## src/rtl/adder_result_fifo.sv

```systemverilog
// adder_result_fifo: FWFT result FIFO capturing adder sum/cout with ovf/zero/neg flags
// Define ADDER_RESULT_STICKY_OVF_EN to enable the sticky overflow flag.
module adder_result_fifo #(
  parameter int WIDTH = 32,
  parameter int DEPTH = 4,
  parameter int CNT_W = 3
) (
  input  logic             clk,
  input  logic             rst,
  input  logic             in_valid,
  output logic             in_ready,
  input  logic             a_msb,
  input  logic             b_msb,
  input  logic [WIDTH-1:0] sum,
  input  logic             cout,
  output logic             out_valid,
  input  logic             out_ready,
  output logic [WIDTH-1:0] out_sum,
  output logic             out_cout,
  output logic             out_ovf,
  output logic             out_zero,
  output logic             out_neg,
  output logic [CNT_W-1:0] count,
  input  logic             clr_sticky,
  output logic             ovf_sticky
);
  localparam int PW = $clog2(DEPTH);
  logic [WIDTH+3:0] mem [DEPTH];
  logic [PW-1:0] wp, rp;
  logic push, pop, ovf;
  assign in_ready = count != CNT_W'(DEPTH);
  assign out_valid = count != '0;
  assign push = in_valid && in_ready;
  assign pop = out_valid && out_ready;
  assign ovf = (a_msb == b_msb) && (sum[WIDTH-1] != a_msb);
  // Empty FIFO forces all head fields to zero rather than exposing stale storage.
  assign {out_cout, out_ovf, out_zero, out_neg, out_sum} = out_valid ? mem[rp] : '0;
  always_ff @(posedge clk)
    if (push) mem[wp] <= {cout, ovf, sum == '0, sum[WIDTH-1], sum};
  always_ff @(posedge clk) begin
    if (rst) begin
      wp <= '0;
      rp <= '0;
      count <= '0;
    end else begin
      if (push) wp <= wp + 1'b1;
      if (pop) rp <= rp + 1'b1;
      count <= count + CNT_W'(push) - CNT_W'(pop);
    end
  end
`ifdef ADDER_RESULT_STICKY_OVF_EN
  always_ff @(posedge clk) begin
    if (rst) ovf_sticky <= 1'b0;
    else if (push && ovf) ovf_sticky <= 1'b1;
    else if (clr_sticky) ovf_sticky <= 1'b0;
  end
`else
  logic unused_clr;
  assign unused_clr = clr_sticky;
  assign ovf_sticky = 1'b0;
`endif
endmodule

```

## config.mk

```make
export PLATFORM = sky130hd
export DESIGN_NAME = adder_result_fifo
export DESIGN_NICKNAME = d
export VERILOG_FILES = /design/src/rtl/adder_result_fifo.sv
export SDC_FILE = /design/constraint.sdc
export NUM_CORES = 1
export LEC_CHECK = 0
export ABC_AREA = 1
export BUFFER_PORTS_ARGS = -buffer_cell sky130_fd_sc_hd__buf_2
export CORE_UTILIZATION = 39
export CTS_BUF_LIST = sky130_fd_sc_hd__clkbuf_16
export DETAILED_ROUTE_END_ITERATION = 10
export PLACE_DENSITY = 0.53
export REMOVE_ABC_BUFFERS = 1
export SYNTH_ARGS = -nofsm -noshare
export SYNTH_HDL_FRONTEND = slang
export SYNTH_SLANG_ARGS = --single-unit
```

## constraint.sdc

```tcl
create_clock -name clk -period 5.4 [get_ports clk]
set_input_delay 0.54 -clock clk [delete_from_list [all_inputs] [get_ports clk]]
set_output_delay 0.54 -clock clk [all_outputs]
set_load 0.03 [all_outputs]
```

# ---- Word level (Yosys, flattened, before mapping)
# Memory sizes are Yosys's and may differ from the RTL's. A register that Yosys moved wholly into a read port is not among the register bits.
# Cells that the tools add are included.
dict set report op_classes {
  add_sub_neg 4
  n_mul 0
  div 0
  order_cmp 0
  eq_ne 3
  n_shift 0
  muxes 5
  bitwise_logic 0
  n_reduce_logical 5
}
# cell n
set op_table {}
lappend op_table {{$mux W36} 1}
lappend op_table {{$logic_not A32 Y1} 1}
lappend op_table {{$add A2 B1 Y2 const B} 2}
lappend op_table {{$mux W2} 2}
lappend op_table {{$add A3 B1 Y3} 1}
lappend op_table {{$logic_and A1 B1 Y1} 3}
lappend op_table {{$ne A3 B3 Y1 const B} 1}
lappend op_table {{$reduce_bool A3 Y1} 1}
lappend op_table {{$sub A3 B1 Y3} 1}
lappend op_table {{$mux W1} 2}
lappend op_table {{$eq A1 B1 Y1} 1}
lappend op_table {{$ne A1 B1 Y1} 1}
dict set report totals {
  register_bits 7
  latch_bits 0
  mem_bits_rw 144
  mem_bits_ro 0
  input_bits 40
  out_inout_bits 42
  elab_cells 21
  memories 1
}
# memory words width rd rd_ports_with_merged_regs write_ports line
set memory_table {}
lappend memory_table {mem 4 36 1 1 1 28} ;# logic [WIDTH+3:0] mem [DEPTH];

# ---- Longest topological paths before layout
# Gate-level depths: netlist (run 1).
dict set report logic_depth {
  ltp_word 4
  mapped_depth 11
  ltp_nobuf 11
}

# ---- Worst setup path after synthesis (run 1)
# OpenSTA, ideal clock, no wires.
dict set report synth_path {
  path_kind {register -> register}
  startpoint {register count[0]}
  endpoint {memory mem[0][0] (netlist bit) (enable)}
  setup_ns 0.427
  arrival_ns 2.629
  required_time_ns 4.973
  path_slack_ns 2.344
  stages_incl_launch_ff 5
  path_buffers 0
  period_less_slack_ns 3.056
  cell_sequence {dfxtp_1 > clkinv_1 > nand3_2 > nand2_1 > nor2_1}
}
dict set report synth_via {
  elab_chain_len 4
}
# item line
set synth_lines {}
lappend synth_lines {{start: declaration} 23} ;# output logic [CNT_W-1:0] count,
lappend synth_lines {{start signal: assignment} 48} ;# count <= count + CNT_W'(push) - CNT_W'(pop);
lappend synth_lines {{$ne A3 B3 Y1} 31} ;# assign in_ready = count != CNT_W'(DEPTH);
lappend synth_lines {{net in_ready} 11} ;# output logic in_ready,
lappend synth_lines {{$logic_and A1 B1 Y1} 33} ;# assign push = in_valid && in_ready;
lappend synth_lines {{$mux W1} 39} ;# if (push) mem[wp] <= {cout, ovf, sum == '0, sum[WIDTH-1], sum};
lappend synth_lines {{$mux W1 (not written as such)} 39}
lappend synth_lines {{end: declaration} 28}
# The timed path passes the listed nets, and every way through them passes these cells.

==> metrics.yaml, run 1 <==
sta:
  timing.final.ws_setup_ns: 2.41
  slew_headroom: 0.464
  rsz0062_at_grt: "no"
  fmax_mhz: 334
  fin_crit_sh: 0.555
  skew_ns: 0.00533
  worstMarginPinSlew_ns: 0.803
  finalHoldViolCount: 0
  setup_viol: 0
  fin_tns_setup_ns: 0
  fin_crit_ns: 2.99
  drv_slew: 0
detailed_routing:
  dr.pass1.iters: 5
  dr_wl_met2_mm: 6.93
  wl_met1_mm: 5.89
  wl_per_cell_um: 14.7
  drtIter0Drc: 236
  wirelength_mm: 13.7
  viasPerCell: 4.60
  dr_total_vias: 4288
  top_layer: "met5"
  met3WireLength_um: 765
  ant_nets: 0
  drc: 0
layout:
  nNetsFinal: 747
  diodes: 0
  area_delta_synth_final_pct: 18.6
  mostFrequentLayoutCells: "nand2_1 (231), edfxtp_1 (140), inv_1 (87), buf_2 (79), nand3_1 (38)"
  fin_cells: 933
  final_area_mm2: 0.00777
  final_common_cell: "nand2_1"
  drive_gt1_frac: 0.208
  fin_util: 0.472
synthesis:
  synth_top_area_frac: 0.642
  yosysSeqAreaShare: 0.669
  synth_cell_types: 21
  yosysWarnings: 0
  synth_top_area_cell: "edfxtp_1"
  synth.area.top_cells: "edfxtp_1 (64%), nand2_1 (13%), inv_1 (4.9%)"
  synthCells: 623
  synth_area_per_cell_um2: 10.5
  syn-cell-area_mm2: 0.00655
  ys_seq_elements: 149
global_route:
  grt_pass1_wl_mm: 22.5
  grt_overflow: 0
  first_global_vias: 4345
  grt_util_all_layers: 0.173
  grt_max_degree: 71
  antenna_found_initial: 2
die:
  core_area_mm2: 0.0165
  die_x_um: 132
  start_util: 0.398
  dieArea_mm2: 0.0173
  ios: 82
  rows: 47
  die_h_um: 132
place:
  dpl.cell_count: 901
  gp_congestion: 0.687
  dp_hpwl_mm: 7.36
  place_ws_ns: 2.82
  dpl-instance-area_mm2: 0.00708
  port_buffers: 79
clock_network:
  cts_inserted_buffers: 17
  h-tree-depth: 4
  cts_buffer_depth: 2
  clk_pin_slew_ns: 0.06
  clock_sinks: 149
  cts_hold_buf: 0
  cts_resized: 0
  cts_tree: "built"
  clock_latency_ns: 0.42
  post-cts-setup-buffer-count: 0
  cts-root-buf: "clkbuf_16"
critical_path:
  crit_fanout: 42
  cp.required_ns: 4.86
  critPathArrivalTime_ns: 2.45
  worstSetupEndpointType: "primary output"
  critical_path_class: "reg2out"
  r2r_slack_ns: 3.17
  r2r_cells: 9
  worstReg2RegStart: "count[0]"
  cp-start-kind: "flop"
  cp-endpoint: "out_sum[27]"
  r2r-end: "count[1]"
outcome:
  status: "completed"
power_and_ir_drop:
  vdd_drop_max_mv: 0.334
  power_density_mw_per_mm2: 557
  power.leakage_nw: 3.34
flow_run:
  maxCapViolCount: 0
worst_hold_path:
  hold_class: "in2reg"
==> critical path, stage by stage (launching register included) <==
cell and delay [ns]:
dfxtp_2 0.78, buf_4 0.54, nand2_1 0.09, nand2_1 0.08, nand2_1 0.05, a21oi_1 0.23
buf_2 0.25
==> per-layer routing <==
metal  vias to the layer above  GRT usage
met5                         -          0
met4                         2     0.0601
met3                        10     0.0490
met2                        88      0.297
met1                      2036      0.206
li1                       2152          -
==> state kept, by name, summed over array words and instances (netlist names), named ones only <==
register  count
mem         140
count         3
rp            2
wp            2
==> cell families (layout without fill, tap and decap cells) <==
family                     after synthesis  count (layout)  synth area share
xor gates and xnor gates                 1               1           0.00134
buffers and inverters                  119             209            0.0865
other                                    1               1          0.000572
adders and majority gates                7               7            0.0145
DFF                                    149             149             0.669
AOI/OAI and AO/OA                       41              41            0.0428
and+or+nand+nor                        305             305             0.185
==> metrics by stage <==
| step | hold WS [ns] | power, mW |
|---|---|---|
| 6_report | 0.304 | 4.33 |
| 3_5_place_dp | 0.453 | 3.02 |
| 2_1_floorplan | 0.443 | 2.53 |
| 3_3_place_gp | 0.445 | 2.99 |
| 5_1_grt | 0.317 | 4.56 |
| 4_1_cts | 0.283 | 4.39 |
==> how the worst min path moves through the flow <==
stage                     cells after the start  slack, ns  startpoint  endpoint
after detailed placement                      2       0.45       rp[0]      flop
final                                         2       0.30         rst  count[0]
after global routing                          2       0.32         rst  count[0]
after floorplan                               2       0.44       rp[0]      flop
after CTS                                     2       0.28         rst  count[0]
after global placement                        2       0.44       rp[0]      flop
==> Yosys cell counts, drive strengths merged <==
master / number
nand2: 231
edfxtp: 140
inv: 91
a21oi: 41
nand3: 40
nor2: 34
buf: 27
dfxtp: 9
ha: 6
clkinv: 1
conb: 1
fa: 1
xnor2: 1
==> layout make-up <==
cell class | instances | area [µm²]
clock buffer | 17 | 425
clock inverter | 15 | 260
fill | 1536 | 8700
inverter | 92 | 353
multi-input combinational | 355 | 1630
sequential | 149 | 4390
tap | 220 | 275
timing repair buffer | 85 | 440
==> report_power, final <==
part	internal, mW	leakage [nW]	switching (mW)	total (mW)
clock	0.908	0.330	0.449	1.36
combinational	0.384	1.65	1.11	1.49
sequential	1.42	1.36	0.0637	1.48
(Power assumes the default switching activity.)
==> inputs of run 2 (changes only) <==
- PLACE_DENSITY: 0.53 -> 0.56
- clock period: 5.4 -> 2.6 ns (I/O delays scaled with it)
==> run 2 against run 1 <==
  * Total power is 93% higher
  * Non-clock buffer count is 5 higher
  * Wire length is 1.9% lower
  * Register-to-register slack lost 2.5 ns
  * Sequential share of layout area is 0.65 points higher
  * First-iteration DRC count up 26%
  * Flip-flop and latch count unchanged
  * Cell count up 0.43%
  * Setup slack got worse by 2.0 ns
==> metrics.yaml, run 2 (synthesis gave the netlist of run 1 again) <==
outcome:
  status: "completed"
critical_path:
  crit_fanout: 42  # unchanged
  cp-start-kind: "flop"
  r2r_cells: 9  # unchanged
  r2r-end: "count[1]"
  critPathArrivalTime_ns: 1.93  # -0.52 ns
  worstSetupEndpointType: "primary output"
  critical_path_class: "reg2out"
  r2r_slack_ns: 0.65  # -2.52 ns
  worstReg2RegStart: "count[0]"
  cp.required_ns: 2.34  # -2.52 ns
clock_network:
  cts_inserted_buffers: 17  # unchanged
  cts_resized: 0  # unchanged
  clock_latency_ns: 0.41  # about the same
  cts_buffer_depth: 2  # unchanged
  cts-root-buf: "clkbuf_16"
  h-tree-depth: 4  # unchanged
  clk_pin_slew_ns: 0.06  # about the same
  cts_hold_buf: 0  # unchanged
  clock_sinks: 149  # unchanged
  post-cts-setup-buffer-count: 0  # unchanged
  cts_tree: "built"
layout:
  fin_util: 0.466  # -0.00540
  final_area_mm2: 0.00768  # -1.1%
  regMostFlops: "mem"
  mostFrequentLayoutCells: "nand2_1 (231), edfxtp_1 (140), inv_1 (86), buf_2 (79), nand3_1 (38)"
  largest_register_ffs: 140  # unchanged
  area_delta_synth_final_pct: 17.2
  final_common_cell: "nand2_1"
  drive_gt1_frac: 0.207  # -0.000870
  reg.largest.list: "mem (140), count (3)"
  nNetsFinal: 752  # +0.67%
  fin_cells: 937  # +0.43%
detailed_routing:
  dr.pass1.iters: 6  # +1
  drc: 0  # unchanged
  drtIter0Drc: 297  # +26%
  dr_total_vias: 4260  # -0.65%
  viasPerCell: 4.55  # -1.1%
  ant_nets: 0  # unchanged
  wirelength_mm: 13.5  # -1.9%
  wl_per_cell_um: 14.4  # -2.3%
global_route:
  grt_pass1_wl_mm: 21.6  # -4.0%
  grt_max_degree: 71  # unchanged
  antenna_found_initial: 2  # unchanged
  first_global_vias: 4104  # -5.5%
  grt_overflow: 0  # unchanged
  grt_util_all_layers: 0.165  # -0.00761
place:
  gp_congestion: 0.701  # +2.1%
  dp_hpwl_mm: 8.03  # +9.2%
  port_buffers: 79  # unchanged
  dpl-instance-area_mm2: 0.00716  # +1.1%
  dpl.cell_count: 906  # +0.55%
die:
  ios: 82  # unchanged
  die_x_um: 132  # unchanged
  start_util: 0.398  # unchanged
  core_area_mm2: 0.0165  # unchanged
  dieArea_mm2: 0.0173  # unchanged
  rows: 47  # unchanged
  die_h_um: 132  # unchanged
sta:
  setup_viol: 0  # unchanged
  fin_crit_sh: 0.844
  slew_headroom: 0.600  # +0.136
  skew_ns: 0.00422  # -0.00111 ns
  fmax_mhz: 456
  rsz0062_at_grt: "no"
  finalHoldViolCount: 0  # unchanged
  fin_crit_ns: 2.19
  fin_tns_setup_ns: 0  # unchanged
  worstMarginPinSlew_ns: 0.600  # -0.203 ns
  drv_slew: 0  # unchanged
  hold-worst-slack_ns: 0.0269  # -0.278 ns
worst_hold_path:
  worstHoldStart: "rst"
  hold_depth: 2  # unchanged
  hold_class: "in2reg"
  hold_end: "count[1]"
power_and_ir_drop:
  vdd_drop_max_mv: 0.742  # +120%
  power.leakage_nw: 3.30  # -1.2%
  power_density_mw_per_mm2: 1090  # +95%
flow_run:
  maxCapViolCount: 0  # unchanged
-- run 2: changes by cell type in the layout (fill, tap and decap cells not counted) --
cell,previous run,this run
bufinv_16,7,1
clkinv_1,1,5
clkinv_2,3,5
buf_4,6,8
clkinvlp_4,3,2
diode_2,0,1
buf_12,0,3
inv_1,87,86
-- run 2: metal layers --
metal  part of all wire  global-route usage
met4              0.016              0.0659
met1               0.44               0.198
met2               0.49               0.281
met3              0.048              0.0432
met5            0.00059                   0
-- run 2: area by class of cell --
type | count | area [µm²]
antenna | 1 | 2.50
clock buffer | 17 | 425
clock inverter | 13 | 93.8
fill | 1540 | 8780
inverter | 92 | 353
multi-input combinational | 355 | 1630
sequential | 149 | 4390
tap | 220 | 275
timing repair buffer | 90 | 515
-- run 2: report_power, final --
part / total [mW] / switching, mW / leakage (nW) / internal, mW
logic: 3.17 / 2.34 / 1.69 / 0.832
clock network: 2.16 / 0.883 / 0.254 / 1.28
registers: 3.03 / 0.0901 / 1.36 / 2.94
total: 8.36 / 3.31 / 3.30 / 5.05
-- run 2: worst max-delay path, stage by stage, from the launching register on --
cell,delay [ns]
dfxtp_2,0.37
buf_4,0.42
nand2_1,0.09
nand2_1,0.08
nand2_1,0.04
a21oi_1,0.22
buf_2,0.24
-- run 2: how the worst max path moves through the flow --
| stage | slack [ns] | to | cells past startpoint | from |
|---|---|---|---|---|
| floorplan | -0.64 | out_neg | 4 | flop |
| global placement | 0.70 | count[2] | 9 | count[0] |
| detailed placement | 0.65 | count[1] | 9 | count[0] |
| CTS | 0.39 | out_neg | 6 | flop |
| global route | 0.29 | out_sum[26] | 6 | flop |
| finish | 0.41 | out_neg | 6 | flop |
-- run 2: per-stage QoR --
step | worst slack [ns] | power [mW]
after floorplan | -0.644 | 5.26
after CTS | 0.387 | 8.47
after global routing | 0.288 | 8.81
final | 0.406 | 8.36
after detailed placement | 0.651 | 6.31
after global placement | 0.701 | 6.26
==> inputs of run 3 (changes only) <==
- clock period: 2.6 -> 1.95 ns (I/O delays scaled with it)
==> run 3 against run 2 <==
  * Utilization up 4.9 points
  * Clock-buffer cell count unchanged
  * Clock skew up 0.0058 ns
  * Highest routed layer unchanged
==> metrics.yaml, run 3 (synthesis gave the netlist of run 1 again) <==
outcome:
  status: "completed"
detailed_routing:
  dr.pass1.iters: 4  # -2
  dr_total_vias: 4490  # +5.4%
  wl_per_cell_um: 15.5  # +8.2%
  wirelength_mm: 15.1  # +12%
  ant_nets: 0  # unchanged
  viasPerCell: 4.62  # +1.7%
  drc: 0  # unchanged
  drtIter0Drc: 297  # unchanged
die:
  start_util: 0.398  # unchanged
  rows: 47  # unchanged
  core_area_mm2: 0.0165  # unchanged
  ios: 82  # unchanged
  die_x_um: 132  # unchanged
  dieArea_mm2: 0.0173  # unchanged
  die_h_um: 132  # unchanged
place:
  dp_hpwl_mm: 8.24  # +2.5%
  dpl.cell_count: 914  # +0.88%
  place_ws_ns: 0.0513  # -0.600 ns
  gp_congestion: 0.742  # +5.8%
  port_buffers: 79  # unchanged
  dpl-instance-area_mm2: 0.00727  # +1.5%
critical_path:
  cp.required_ns: 1.75  # -0.59 ns
  r2r-end: "count[2]"
  worstReg2RegStart: "count[1]"
  critical_path_class: "reg2out"
  cp_slowest_cell: "dfxtp_4"
  crit_fanout: 13  # -69%
  cp_slowest_stage_delay_ns: 0.39  # -0.03 ns
  r2r_cells: 10  # +1
  worstSetupEndpointType: "primary output"
  r2r_slack_ns: 0.12  # -0.53 ns
  cp-start-kind: "flop"
  critical_path_buf_inv_count: 3  # +1
  path_cells: "buf_12 > clkbuf_16 > nand2_1 > nand3_1 > a21oi_2 > buf_4"
  cp_top_family: "buffers and inverters"
  critPathArrivalTime_ns: 1.72  # -0.21 ns
layout:
  regMostFlops: "mem"
  nNetsFinal: 785  # +4.4%
  largest_register_ffs: 140  # unchanged
  drive_gt1_frac: 0.240  # +0.0330
  mostFrequentLayoutCells: "nand2_1 (229), edfxtp_1 (140), inv_1 (87), buf_2 (47), nand3_1 (38)"
  reg.largest.list: "mem (140), count (3)"
  final_common_cell: "nand2_1"
  fin_cells: 971  # +3.6%
  diodes: 0  # -1
  area_delta_synth_final_pct: 29.4
  final_area_mm2: 0.00848  # +10%
global_route:
  first_global_vias: 4314  # +5.1%
  grt_overflow: 0  # unchanged
  grt_max_degree: 71  # unchanged
  grt_pass1_wl_mm: 22.5  # +4.4%
  antenna_found_initial: 1  # -1
  grt_util_all_layers: 0.173  # +0.00787
worst_hold_path:
  hold_end: "mem[0][6]"
  hold_depth: 1  # -1
  worstHoldStart: "sum[6]"
  hold_class: "in2reg"
sta:
  rsz0062_at_grt: "yes"
  fin_crit_sh: 0.981
  fin_crit_ns: 1.91
  drv_slew: 0  # unchanged
  timing.final.ws_setup_ns: 0.0378  # -0.368 ns
  finalHoldViolCount: 0  # unchanged
  fmax_mhz: 523
  skew_ns: 0.00999  # +0.00577 ns
  setup_viol: 0  # unchanged
power_and_ir_drop:
  vdd_drop_max_mv: 0.899  # +21%
  p_sw_frac: 0.371  # -0.0255
  power_density_mw_per_mm2: 1520  # +40%
  pwr-share-seq: 0.314  # -0.048
  internal_power_mw: 8.13  # +61%
  power.leakage_nw: 3.61  # +9.3%
  p_total_mw: 12.9  # +55%
  p_sw_mw: 4.79  # +45%
  clkPwrFrac: 0.263  # +0.004
  power.share.combinational: 0.422  # +0.043
clock_network:
  cts_buffer_depth: 2  # unchanged
  clock_latency_ns: 0.42  # about the same
  cts_tree: "built"
  clk_pin_slew_ns: 0.06  # about the same
  cts_inserted_buffers: 17  # unchanged
  cts-root-buf: "clkbuf_16"
  h-tree-depth: 4  # unchanged
  clock_sinks: 149  # unchanged
flow_run:
  maxCapViolCount: 0  # unchanged
==> run 3: cell count changes in the layout (fill, tap and decap cells not counted), moves of 3 or more <==
cell / delta
buf_2: -32
buf_4: +18
buf_6: +15
dlygate4sd3_1: +14
buf_12: +8
a21oi_1: -7
a21oi_2: +5
bufinv_16: +4
clkbuf_4: +4
clkbuf_16: +3
dfxtp_1: -3
==> run 3: per-stage QoR <==
step	hold WS (ns)	util	TNS [ns]
after floorplan	0.266	-	-182.29
after global placement	0.386	0.441	0
after detailed placement	0.393	0.441	0
after CTS	0.00149	0.494	0
after global routing	0.00292	0.515	-0.146
final	0.0116	0.515	0
==> run 3: area by class of cell <==
type,instances,area (µm²)
timing repair buffer,121,1090
fill,1445,7990
tap,220,275
sequential,149,4390
clock inverter,15,193
inverter,92,380
timing repair inverter,2,46.3
clock buffer,17,425
multi-input combinational,355,1680
==> run 3: what timing repair did <==
item                                    in CTS  in global routing
setup buffers                                0                  5
gates resized for setup                     28                 69
endpoints found under the setup margin      36                 32
pin swaps                                    0                  8
gates cloned                                 1                  5
hold buffers                                12                  2
hold endpoints to repair                    42                  6
==> run 3: how the worst max path moves through the flow <==
stage	startpoint	endpoint	slack, ns	cells past startpoint
2_1_floorplan	flop	out_neg	-1.23	4
3_3_place_gp	count[0]	count[2]	0.12	9
3_5_place_dp	count[0]	count[2]	0.05	9
4_1_cts	count[0]	out_sum[23]	0.002	7
5_1_grt	flop	out_sum[31]	-0.02	6
6_report	flop	out_neg	0.04	6
==> run 3: per-layer routing <==
metal | up-vias | track usage | routed length, µm
met5 | - | 0 | 12
li1 | 2232 | - | -
met4 | 2 | 0.0581 | 174
met1 | 2136 | 0.204 | 6650
met3 | 16 | 0.0544 | 713
met2 | 104 | 0.296 | 7540
==> run 3: worst reg2reg max path: stages, from the launching register on <==
cell,delay [ns]
dfxtp_2,0.33
inv_2,0.11
nand3_4,0.08
nand2_2,0.08
inv_1,0.05
ha_1,0.26
inv_1,0.04
ha_1,0.18
fa_1,0.42
nor2_1,0.13
nor2_1,0.05
==> run 3: power by group through the flow <==
stage | combinational (mW) | clock [mW] | sequential (mW)
floorplan | 2.76 | 0 | 4.25
global placement | 4.48 | 0 | 4.08
detailed placement | 4.53 | 0 | 4.10
CTS | 4.81 | 3.46 | 4.07
global route | 5.86 | 3.59 | 4.10
finish | 5.46 | 3.40 | 4.06
